**config.mk**
```make
export PLATFORM = sky130hd
export DESIGN_NAME = chess_turn_ctrl
export DESIGN_NICKNAME = d
export VERILOG_FILES = /design/src/rtl/chess_clock_pkg.sv /design/src/rtl/chess_bonus_seq.sv /design/src/rtl/chess_turn_ctrl.sv
export SDC_FILE = /design/constraint.sdc
export NUM_CORES = 1
export LEC_CHECK = 0
export ABC_AREA = 1
export CAP_MARGIN = 20
export CORE_MARGIN = 1
export CORE_UTILIZATION = 30
export DETAILED_ROUTE_END_ITERATION = 8
export GPL_ROUTABILITY_DRIVEN = 0
export PLACE_DENSITY = 0.58
export REMOVE_ABC_BUFFERS = 1
export SLEW_MARGIN = 20
export SYNTH_ARGS = -nofsm -noshare
export SYNTH_HDL_FRONTEND = slang
export SYNTH_SLANG_ARGS = --single-unit
```
**constraint.sdc**
```tcl
create_clock -name i_clk -period 5.8 [get_ports i_clk]
set_clock_uncertainty 0.2 [all_clocks]
set_input_delay 1.16 -clock i_clk [delete_from_list [all_inputs] [get_ports i_clk]]
set_output_delay 1.16 -clock i_clk [all_outputs]
set_load 0.05 [all_outputs]
```
**src/rtl/chess_clock_pkg.sv**
```systemverilog
// Shared types and constants for the chess clock turn controller.
// Holds the turn-FSM state enum, bonus pulse spacing and a 4-bit saturating add.
// No ports; imported by chess_bonus_seq and chess_turn_ctrl.
package chess_clock_pkg;

  typedef enum logic [2:0] {
    CC_IDLE  = 3'd0,
    CC_RUN_A = 3'd1,
    CC_RUN_B = 3'd2,
    CC_PAUSE = 3'd3,
    CC_FLAG  = 3'd4
  } t_cc_state;

  // Cycles from one bonus pulse to the next (pulse, gap).
  localparam int CC_BONUS_GAP = 2;

  // Largest number of bonus pulses that can be pending at once.
  localparam logic [3:0] CC_BONUS_MAX = 4'd15;

  function automatic logic [3:0] sat_add4(input logic [3:0] a, input logic [3:0] b);
    logic [4:0] sum;
    sum = {1'b0, a} + {1'b0, b};
    return sum[4] ? CC_BONUS_MAX : sum[3:0];
  endfunction

endpackage

```
**src/rtl/chess_bonus_seq.sv**
```systemverilog
// Bonus-second pulse sequencer for one player: queues p_INCREMENT pulses per accepted move.
// Ports: i_clk/i_rst clock and async active-low reset, i_clear aborts all pending pulses,
// i_add queues one move's worth of pulses, o_plus registered one-cycle +1 s pulse.
module chess_bonus_seq
  import chess_clock_pkg::*;
#(
  parameter int p_INCREMENT = 2
) (
  input  logic i_clk,
  input  logic i_rst,
  input  logic i_clear,
  input  logic i_add,
  output logic o_plus
);

  localparam logic [3:0] INC = 4'(p_INCREMENT);

  logic [3:0] pend;
  logic [3:0] avail;
  logic [1:0] gap;

  // Pulses newly queued this cycle are counted before deciding whether to emit,
  // so the first pulse appears in the cycle right after the accepting click.
  always_comb begin
    avail = sat_add4(pend, i_add ? INC : 4'd0);
  end

  always_ff @(posedge i_clk or negedge i_rst) begin
    if (!i_rst) begin
      pend   <= 4'd0;
      gap    <= 2'd0;
      o_plus <= 1'b0;
    end else if (i_clear) begin
      pend   <= 4'd0;
      gap    <= 2'd0;
      o_plus <= 1'b0;
    end else if (avail != 4'd0 && gap == 2'd0) begin
      o_plus <= 1'b1;
      pend   <= avail - 4'd1;
      gap    <= 2'(CC_BONUS_GAP - 1);
    end else begin
      o_plus <= 1'b0;
      pend   <= avail;
      if (gap != 2'd0) gap <= gap - 2'd1;
    end
  end

endmodule

```
**src/rtl/chess_turn_ctrl.sv**
```systemverilog
// Chess clock turn controller: decides which player's clock runs, counts moves, raises flags.
// Inputs: one-cycle click pulses (restart, stop, player A/B) and per-player zero levels.
// Outputs (all registered): prescaler freezes, bonus pulses, active-low reload, flags, move count.
module chess_turn_ctrl
  import chess_clock_pkg::*;
#(
  parameter int p_INCREMENT = 2
) (
  input  logic       i_clk,
  input  logic       i_rst,
  input  logic       i_restart,
  input  logic       i_stop,
  input  logic       i_player_a,
  input  logic       i_player_b,
  input  logic       i_player_a_zero,
  input  logic       i_player_b_zero,
  output logic       o_player_a_stop,
  output logic       o_player_b_stop,
  output logic       o_plus_a,
  output logic       o_plus_b,
  output logic       o_restart,
  output logic       o_flag_a,
  output logic       o_flag_b,
  output logic [7:0] o_moves
);

  t_cc_state state, state_nxt;
  logic      pause_side, pause_side_nxt;  // 0 = A was running, 1 = B was running
  logic      click_a, click_b;
  logic      move_a, move_b;
  logic      flag_a_set, flag_b_set;

  logic       stop_a_nxt, stop_b_nxt, restart_nxt, flag_a_nxt, flag_b_nxt;
  logic [7:0] moves_nxt;

  // A click only counts when the other button is not pressed in the same cycle.
  assign click_a = i_player_a & ~i_player_b;
  assign click_b = i_player_b & ~i_player_a;

  // State and output registers; outputs are computed from the next state so
  // every change is visible one cycle after the input pulse.
  always_ff @(posedge i_clk or negedge i_rst) begin
    if (!i_rst) begin
      state           <= CC_IDLE;
      pause_side      <= 1'b0;
      o_player_a_stop <= 1'b1;
      o_player_b_stop <= 1'b1;
      o_restart       <= 1'b0;
      o_flag_a        <= 1'b0;
      o_flag_b        <= 1'b0;
      o_moves         <= 8'd0;
    end else begin
      state           <= state_nxt;
      pause_side      <= pause_side_nxt;
      o_player_a_stop <= stop_a_nxt;
      o_player_b_stop <= stop_b_nxt;
      o_restart       <= restart_nxt;
      o_flag_a        <= flag_a_nxt;
      o_flag_b        <= flag_b_nxt;
      o_moves         <= moves_nxt;
    end
  end

  // Next-state logic. Priority inside a running state: zero, then stop, then click.
  always_comb begin
    state_nxt      = state;
    pause_side_nxt = pause_side;
    move_a         = 1'b0;
    move_b         = 1'b0;
    flag_a_set     = 1'b0;
    flag_b_set     = 1'b0;
    if (i_restart) begin
      state_nxt = CC_IDLE;
    end else begin
      case (state)
        CC_IDLE: begin
          if (click_a)      state_nxt = CC_RUN_B;
          else if (click_b) state_nxt = CC_RUN_A;
        end
        CC_RUN_A: begin
          if (i_player_a_zero) begin
            state_nxt  = CC_FLAG;
            flag_a_set = 1'b1;
          end else if (i_stop) begin
            state_nxt      = CC_PAUSE;
            pause_side_nxt = 1'b0;
          end else if (click_a) begin
            state_nxt = CC_RUN_B;
            move_a    = 1'b1;
          end
        end
        CC_RUN_B: begin
          if (i_player_b_zero) begin
            state_nxt  = CC_FLAG;
            flag_b_set = 1'b1;
          end else if (i_stop) begin
            state_nxt      = CC_PAUSE;
            pause_side_nxt = 1'b1;
          end else if (click_b) begin
            state_nxt = CC_RUN_A;
            move_b    = 1'b1;
          end
        end
        CC_PAUSE: begin
          if (i_stop) state_nxt = pause_side ? CC_RUN_B : CC_RUN_A;
        end
        CC_FLAG: state_nxt = CC_FLAG;
        default: state_nxt = CC_IDLE;
      endcase
    end
  end

  // Output logic: next values for the registered outputs.
  always_comb begin
    stop_a_nxt  = (state_nxt != CC_RUN_A);
    stop_b_nxt  = (state_nxt != CC_RUN_B);
    restart_nxt = ~i_restart;
    flag_a_nxt  = i_restart ? 1'b0 : (o_flag_a | flag_a_set);
    flag_b_nxt  = i_restart ? 1'b0 : (o_flag_b | flag_b_set);
    moves_nxt   = o_moves;
    if (i_restart) begin
      moves_nxt = 8'd0;
    end else if ((move_a | move_b) && o_moves != 8'hFF) begin
      moves_nxt = o_moves + 8'd1;
    end
  end

  chess_bonus_seq #(.p_INCREMENT(p_INCREMENT)) u_bonus_a (
    .i_clk   (i_clk),
    .i_rst   (i_rst),
    .i_clear (i_restart),
    .i_add   (move_a),
    .o_plus  (o_plus_a)
  );

  chess_bonus_seq #(.p_INCREMENT(p_INCREMENT)) u_bonus_b (
    .i_clk   (i_clk),
    .i_rst   (i_rst),
    .i_clear (i_restart),
    .i_add   (move_b),
    .o_plus  (o_plus_b)
  );

endmodule

```
Yosys cells after proc, flatten, opt, wreduce, memory -nomap -nowiden

Cells that the tools add are included.

Bitwise logic cells: 8
Mux-type cells: 54
Eq/ne operators: 11
Reduce and logical (&&, ||, !) cells: 15
$add $sub $neg: 7

Operator list:

| kind                                                  | count |
|---|---|
| two-way mux 3 bit                                     | 9 |
| two-way mux 1 bit                                     | 26 |
| two-way mux 4 bit                                     | 6 |
| two-way mux 2 bit                                     | 9 |
| two-way mux 8 bit                                     | 2 |
| case mux 3 bit (5 select lines)                       | 1 |
| adder 4 x 4 -> 5 bit                                  | 2 |
| adder 8 x 1 -> 8 bit, second input constant           | 1 |
| inequality test 2 bit, second input constant          | 4 |
| inequality test 8 bit, second input constant          | 1 |
| nonzero test 2 bit                                    | 4 |
| nonzero test 4 bit                                    | 2 |
| subtractor 4 x 1 -> 4 bit, second input constant      | 2 |
| equality test 3 x 2 -> 1 bit, second input constant   | 2 |
| AND reduction 6 bit                                   | 1 |
| nonzero test 3 bit                                    | 2 |
| logical NOT 2 bit                                     | 2 |
| subtractor 2 x 1 -> 2 bit, second input constant      | 2 |
| equality test 3 x 1 -> 1 bit, second input constant   | 1 |
| equality test 3 bit, second input constant            | 1 |
| logical AND 1 bit                                     | 3 |
| logical NOT 3 bit                                     | 1 |
| inequality test 3 x 1 -> 1 bit, second input constant | 1 |
| inequality test 3 x 2 -> 1 bit, second input constant | 1 |
| 4 further kinds                                       | 9 |

Bits in registers: 31
Input bits: 8
Logic and storage cells: 109
Output and inout bits: 15

Longest topological paths before layout

Gate-level depths: netlist of run 1.

Depth after elaboration: 14
Gate-level depth with buffers: 18
Depth with buffers taken out: 18

Hierarchy

A second synthesis of run 1 with hierarchy kept.

Cells, all modules: 243
Area total of the unflattened synthesis: 1,811.7 µm²

Modules (own cells, without submodules):

| module          | area an instance (µm²) | times used | seq. area each (µm²) | cells each |
|---|---|---|---|---|
| chess_turn_ctrl | 1,021.0                | 1          | 427.9                | 145 |
| chess_bonus_seq | 395.4                  | 2          | 175.2                | 49 |

Worst setup path before layout of run 1

No wires, ideal clock.

Path type: input to register
Start point: input i_restart
End point: register u_bonus_a.pend[1]
Path buffers: 1
Setup slack: 2.617 ns
Library setup time: 0.117 ns
Stages: 18
Arrival: 2.866 ns
Required time: 5.483 ns
Cell sequence: buf_6 > or2_0 > nor2_1 > nand2_1 > inv_1 > ha_1 > nand3_1 > nand2_1 > inv_1 > ha_1 > inv_1 > nor2_1 > nand4_1 > nand2_1 > inv_1 > nand2_1 > nand2_1 > nor2_1

Word-level cells in the longest chain between the ends: 8
Elaborated cells on any way between the ends: 9
Classes of those cells: 2 x add/sub; 5 x mux; 2 x reduce/logical

Ends and longest elaborated chain:

| what                                                                         | line                  | source |
|---|---|---|
| start: declaration                                                           | chess_turn_ctrl.sv:11 | `input logic i_restart,` |
| parallel branches: the longest is 7 deep, another holds adder 4 x 4 -> 5 bit | --                    |  |
| two-way mux 4 bit (*)                                                        | chess_bonus_seq.sv:33 | `end else if (i_clear) begin` |
| end signal: assignment                                                       | chess_bonus_seq.sv:39 | `pend <= avail - 4'd1;` |
| end signal: assignment                                                       | chess_bonus_seq.sv:43 | `pend <= avail;` |
| end: declaration                                                             | chess_bonus_seq.sv:18 | `logic [3:0] pend;` |

Every way passes the cells marked *.
A chain may end at the register's enable or synchronous reset.

Worst setup path after layout of run 1

Same ends and word-level chain as after synthesis.

==> metrics.md, run 1 <==
| Metric | Value |
|---|---|
| RR Startpoint | `state[0]` |
| CP Capture Type | `flip-flop` |
| Top cells by area, synth | `dfrtp_1 (39%), nand2_1 (16%), inv_1 (9.1%), nand3_1 (7.5%), nor2_1 (6.5%)` |
| Area of the mapped netlist | `1860 µm²` |
| Hold WC Path Type | `reg -> reg` |
| Fin util | `37.9%` |
| Avg Inst Size Synth | `7.05 µm²` |
| Global-route wire length before repair | `6820 µm` |
| Post-DRT Antenna Nets | `0` |
| Hold_buf cts | `0` |
| Normalized max-slew margin | `66.3%` |
| Root Driver | `clkbuf_8` |
| Tcrit/Tclk final | `64.1%` |
| Hold Crit Start | `pause_side` |
| Vias | `1,689` |
| Total of fill cells in the finished design | `642` |
| WL met1 | `2000 µm` |
| Residual DRC | `0` |
| Final WS setup | `2.08 ns` |
| Setup bufs post-CTS | `0` |
| Largest net degree at the start of global routing | `32` |
| Critical-path top delay cell | `clkdlybuf4s50_1` |
| Worst-Margin Slew | `0.504 ns` |
| Max-capacitance violation count | `0` |
| Starting Density | `31.2%` |
| Top Layer Used | `met4` |
| Max FO, Critical Path | `10` |
| Final Hold Fails | `0` |
| Share of cells above drive strength 1 | `5.48%` |
| Most frequent cells in the layout | `nand2_1 (81), inv_1 (45), nor2_1 (32)` |
| Vias in the first global route | `1,549` |
| Leak | `0.00122 µW` |
| Tot GR Track Use | `13.7%` |
| DP HPWL | `2760 µm` |
| DIE WIDTH | `80.8 µm` |
| Worst path bufs/invs | `5` |
| #FFs+latches synth | `31` |
| Most frequent CP cell | `nand2_1` |
| FF-to-FF path depth | `17` |
| CTS tree | `done` |
| Clock tree buffer depth | `2` |
| Setup repair after global routing missed its margin | `false` |
| Setup WS pre-CTS | `1.75 ns` |
| Core ar. | `5960 µm²` |
| Post-cts resize count | `0` |
| CP arrival | `3.69 ns` |
| Worst Setup Start Kind | `input port` |
| Yosys warns | `0` |
| DR WL met2 | `1710 µm` |
| Status | `finished, final reports clean` |
| Cells along the critical path | `clkdlybuf4s50_1 -> or2_0 -> nor2_1 -> nand2_1 -> inv_1 -> ha_1 -> nand3_1 -> nand2_1 -> inv_1 -> ha_1 -> inv_1 -> nor2_1 -> nand4_1 -> nand2_1 -> inv_1 -> nand2_1 -> nand2_1 -> nor2_1` |
| Die footprint | `6520 µm²` |
| Cell taking the most area after synthesis | `dfrtp_1` |
| CP top delay family | `simple AND/OR/NAND/NOR gates` |
| Total CTS buffers | `5` |
| Setup violators final | `0` |
| Initial drt markers | `68` |
| Hold EP | `pause_side` |
| Crit path kind | `in -> reg` |
| Clock sink count | `31` |
| PortBufs | `22` |
| Clock transition at path regs | `0.06 ns` |
| I/O Pins | `23` |
| Area delta synth->final | `21.2%` |
| Hold path depth | `2` |
| Setup TNS | `0 ns` |
| Final #Nets | `306` |
| DIE HEIGHT | `80.8 µm` |
| Synth Instances | `264` |
| GRT overflow | `0` |
| Synth unique cells | `24` |
| Vias/cell | `4.60` |
| H-tree depth | `2` |
| Fin crit period | `3.72 ns` |
| Worst reg-to-reg setup slack | `3.04 ns` |
| Crit path required time | `5.77 ns` |
| Most common cell after layout, fill and taps aside | `nand2_1` |
| Max Slew Vio Count | `0` |
| Area fraction of the dominant cell type after synthesis | `39.0%` |
| Routed wire per std cell | `10.7 µm` |
| CP max stage delay | `0.60 ns` |
| Seq/Total Area, Yosys | `41.8%` |
| Fmax | `269 MHz` |
| Met3 WL | `158 µm` |
| Peak VDD IR | `0.000166 V` |
| Initial antenna violation count | `0` |
| PD cells | `338 nW/µm²` |
| Total Routed Length | `3930 µm` |
| DR pass1 iterations | `4` |
| FF-to-FF End | `u_bonus_b.pend[0]` |
| Clock latency on the worst-skew pair | `0.28 ns` |
| Total number of placement rows | `28` |
| Ant diodes | `0` |
==> kinds of logic (layout without fill, tap and decap cells) <==
group	after synthesis	count (layout)	synth area share (%)
XOR/XNOR	3	3	1.41
buffers and inverters	50	78	10.7
AND/OR/NAND/NOR	161	161	37.7
AO/OA/AOI/OAI	12	12	3.70
adder cells (fa/ha/maj)	7	7	4.71
flip-flops	31	31	41.8
==> report_power, final <==
group / leakage, µW / switching [µW] / internal, µW / total (µW)
logic: 0.000756 / 201 / 103 / 304
clock network: 0.0000482 / 80.7 / 95.6 / 176
registers: 0.000411 / 21.3 / 261 / 282
total: 0.00122 / 303 / 460 / 763
==> metal layers <==
| metal | up-vias | global-route usage (%) |
|---|---|---|
| li1 | 884 | - |
| met1 | 768 | 18.0 |
| met3 | 7 | 3.82 |
| met2 | 30 | 21.4 |
| met5 | - | 0 |
| met4 | 0 | 5.00 |
==> worst max-delay path by stage <==
stage	from	to	cells after the start
5_1_grt	i_restart	u_bonus_a.pend[1]	18
6_report	i_restart	u_bonus_a.pend[1]	18
4_1_cts	i_restart	u_bonus_a.pend[1]	18
2_1_floorplan	i_restart	u_bonus_b.pend[0]	17
3_5_place_dp	i_restart	u_bonus_a.pend[1]	18
3_3_place_gp	i_restart	u_bonus_a.pend[1]	18
==> worst reg2reg max path, cell delays in order (launching register included) <==
cell and delay [ns]:
dfrtp_1 0.41, inv_2 0.11, nand3_1 0.11, nor2_1 0.27
nand2_1 0.16, inv_1 0.08, ha_1 0.16, nand3_1 0.17
nand2_1 0.13, inv_1 0.06, ha_1 0.22, inv_1 0.06
nor2_1 0.04, nand3_1 0.15, nand2_1 0.15, nand2_1 0.10
nand2_1 0.05, nor2_1 0.08
==> cell type report <==
class                      count  area, µm²  area share, %
tap                           75       93.8           4.16
sequential                    31        778           34.5
clock inverter                 1       5.00          0.222
clock buffer                   7       86.3           3.83
timing repair buffer          24        235           10.4
multi-input combinational    183        883           39.2
inverter                      46        173           7.66
==> Yosys cell counts, drive strengths merged <==
cell	number
nand4	13
a21oi	4
xor2	2
nor3	2
a31oi	2
o21ai	3
nand2	83
ha	7
o22ai	1
inv	46
xnor2	1
o21bai	1
o211ai	1
dfstp	2
or2	1
nand3	29
nor2	33
dfrtp	29
buf	4
==> per-stage QoR <==
stage / power [µW] / hold WS [ns] / instances / cell area (µm²)
2_1_floorplan: 513 / 0.241 / 260 / 1830
3_3_place_gp: 585 / 0.261 / 359 / 2160
3_5_place_dp: 590 / 0.269 / 359 / 2160
4_1_cts: 774 / 0.286 / 367 / 2250
5_1_grt: 826 / 0.309 / 367 / 2250
6_report: 763 / 0.283 / 367 / 2250
==> registers in the layout, indices dropped and copies added, names as in the netlist <==
signal and cells:
o_flag_a 1, o_flag_b 1, o_moves 8, o_player_a_stop 1, o_player_b_stop 1, o_restart 1
pause_side 1, state 3, u_bonus_a.gap 2, u_bonus_a.o_plus 1, u_bonus_a.pend 4, u_bonus_b.gap 2
u_bonus_b.o_plus 1, u_bonus_b.pend 4
Power figures use the tool's default switching activity.
==> run 2, diff against run 1 <==
clock period = 3.45 ns   (was 5.8 ns; I/O delays follow)
==> metrics.md, run 2 (same netlist as run 1, synthesis figures left out) <==
| Metric | Value |
|---|---|
| Status | `finished, final reports clean` |
| Peak VDD IR | `0.000326 V` |
| Setup violators final | `0` |
| Vias in the first global route | `1,646` |
| PortBufs | `22` |
| Total Routed Length | `4140 µm` |
| Fin crit period | `3.06 ns` |
| Most frequent CP cell | `nand2_1` |
| Tcrit/Tclk final | `88.8%` |
| Largest Register | `o_moves` |
| Normalized max-slew margin | `66.6%` |
| Initial antenna violation count | `0` |
| Share of cells above drive strength 1 | `6.10%` |
| Initial drt markers | `84` |
| Clock sink count | `31` |
| Residual DRC | `0` |
| DP HPWL | `2870 µm` |
| Critical Path Stages | `19` |
| Global-route wire length before repair | `7150 µm` |
| PD cells | `561 nW/µm²` |
| Max-capacitance violation count | `0` |
| Total number of placement rows | `28` |
| Core ar. | `5960 µm²` |
| Hold path depth | `2` |
| Critical-path top delay cell | `clkdlybuf4s50_1` |
| CP top delay family | `simple AND/OR/NAND/NOR gates` |
| Fmax | `326 MHz` |
| GRT overflow | `0` |
| Hold WC Path Type | `reg -> reg` |
| Leak | `0.00122 µW` |
| Worst path bufs/invs | `6` |
| Biggest registers after layout | `o_moves (8), u_bonus_a.pend (4), u_bonus_b.pend (4)` |
| Most common cell after layout, fill and taps aside | `nand2_1` |
| Clock latency on the worst-skew pair | `0.28 ns` |
| Max FO, Critical Path | `5` |
| Total CTS buffers | `5` |
| Routed wire per std cell | `11.2 µm` |
| Die footprint | `6520 µm²` |
| CP max stage delay | `0.48 ns` |
| DR pass1 iterations | `4` |
| Final WS setup | `0.387 ns` |
| Setup bufs post-CTS | `0` |
| Post-cts resize count | `0` |
| Crit path required time | `3.47 ns` |
| Tot GR Track Use | `14.4%` |
| Vias | `1,714` |
| CTS tree | `done` |
| Clock tree buffer depth | `2` |
| CP Capture Type | `flip-flop` |
| Clock transition at path regs | `0.07 ns` |
| Starting Density | `31.2%` |
| Most frequent cells in the layout | `nand2_1 (81), inv_1 (45), nor2_1 (32)` |
| DIE HEIGHT | `80.8 µm` |
| Largest net degree at the start of global routing | `32` |
| Max FFs per register | `8` |
| Area delta synth->final | `21.9%` |
| Cells along the critical path | `clkdlybuf4s50_1 -> inv_1 -> nand2_1 -> nor2_1 -> nand2_1 -> inv_1 -> ha_1 -> nand3_1 -> nand2_1 -> inv_1 -> ha_1 -> inv_1 -> nor2_1 -> nand4_1 -> nand2_1 -> inv_1 -> nand2_1 -> nand2_1 -> nor2_1` |
| FF-to-FF path depth | `17` |
| H-tree depth | `2` |
| Setup WS pre-CTS | `0.117 ns` |
| Max Slew Vio Count | `0` |
| Setup repair after global routing missed its margin | `false` |
| CP arrival | `3.08 ns` |
| Post-DRT Antenna Nets | `0` |
| Crit path kind | `in -> reg` |
| Final #Nets | `309` |
| Worst-Margin Slew | `0.500 ns` |
| Vias/cell | `4.63` |
| Final Hold Fails | `0` |
| Root Driver | `clkbuf_8` |
| Worst Setup Start Kind | `input port` |
| Ant diodes | `0` |
| Hold_buf cts | `0` |
| I/O Pins | `23` |
| Setup TNS | `0 ns` |
| DIE WIDTH | `80.8 µm` |
==> run 2: cell count changes in the layout (fill, tap and decap cells not counted), sizes merged <==
| cell | before | now |
|---|---|---|
| buf | 2 | 5 |
==> run 2: power by group <==
| group | switching, µW | internal [µW] |
|---|---|---|
| combinational | 339 | 176 |
| clock | 139 | 142 |
| sequential | 36.7 | 439 |
==> run 2: worst paths after layout <==
check | startpoint | slack (ns) | endpoint
max | i_player_b | 0.39 | u_bonus_a.pend[1]
min | pause_side | 0.29 | pause_side
max reg2reg | state[0] | 0.75 | u_bonus_b.pend[0]
min reg2reg | pause_side | 0.29 | pause_side
max in group asynchronous | i_rst | 2.12 | o_player_b_stop
min in group asynchronous | i_rst | 0.60 | o_moves[6]
==> run 2: cell type report <==
class                   count  area (µm²)
flip-flops and latches     31         778
multi-input cells         183         883
clock inverters             1        5.00
fillers                   643        3690
inverters                  46         173
well taps                  75        93.8
repair buffers             27         258
clock buffers               7        76.3
==> run 2: routing by layer <==
layer  vias up  part of all wire (%)  GRT usage [%]
met1       793                    50           17.8
li1        890                     -              -
met2        27                    44           24.1
met5         -                     0              0
met3         4                   4.4           3.60
met4         0                  0.99           5.36
==> run 2: worst min-delay path, stage by stage, from the launching register on <==
cell	delay, ns
dfrtp_1	0.36
nand2_1	0.06
nand2_1	0.04
==> run 2: per-stage QoR <==
| stage | power [µW] | hold WS [ns] | instance area [µm²] | cells | util [%] |
|---|---|---|---|---|---|
| 2_1_floorplan | 862 | 0.194 | 1830 | 260 | - |
| 3_3_place_gp | 989 | 0.262 | 2190 | 362 | 36.7 |
| 3_5_place_dp | 997 | 0.277 | 2190 | 362 | 36.7 |
| 4_1_cts | 1290 | 0.293 | 2270 | 370 | 38.1 |
| 5_1_grt | 1390 | 0.316 | 2270 | 370 | 38.1 |
| 6_report | 1270 | 0.290 | 2270 | 370 | 38.1 |
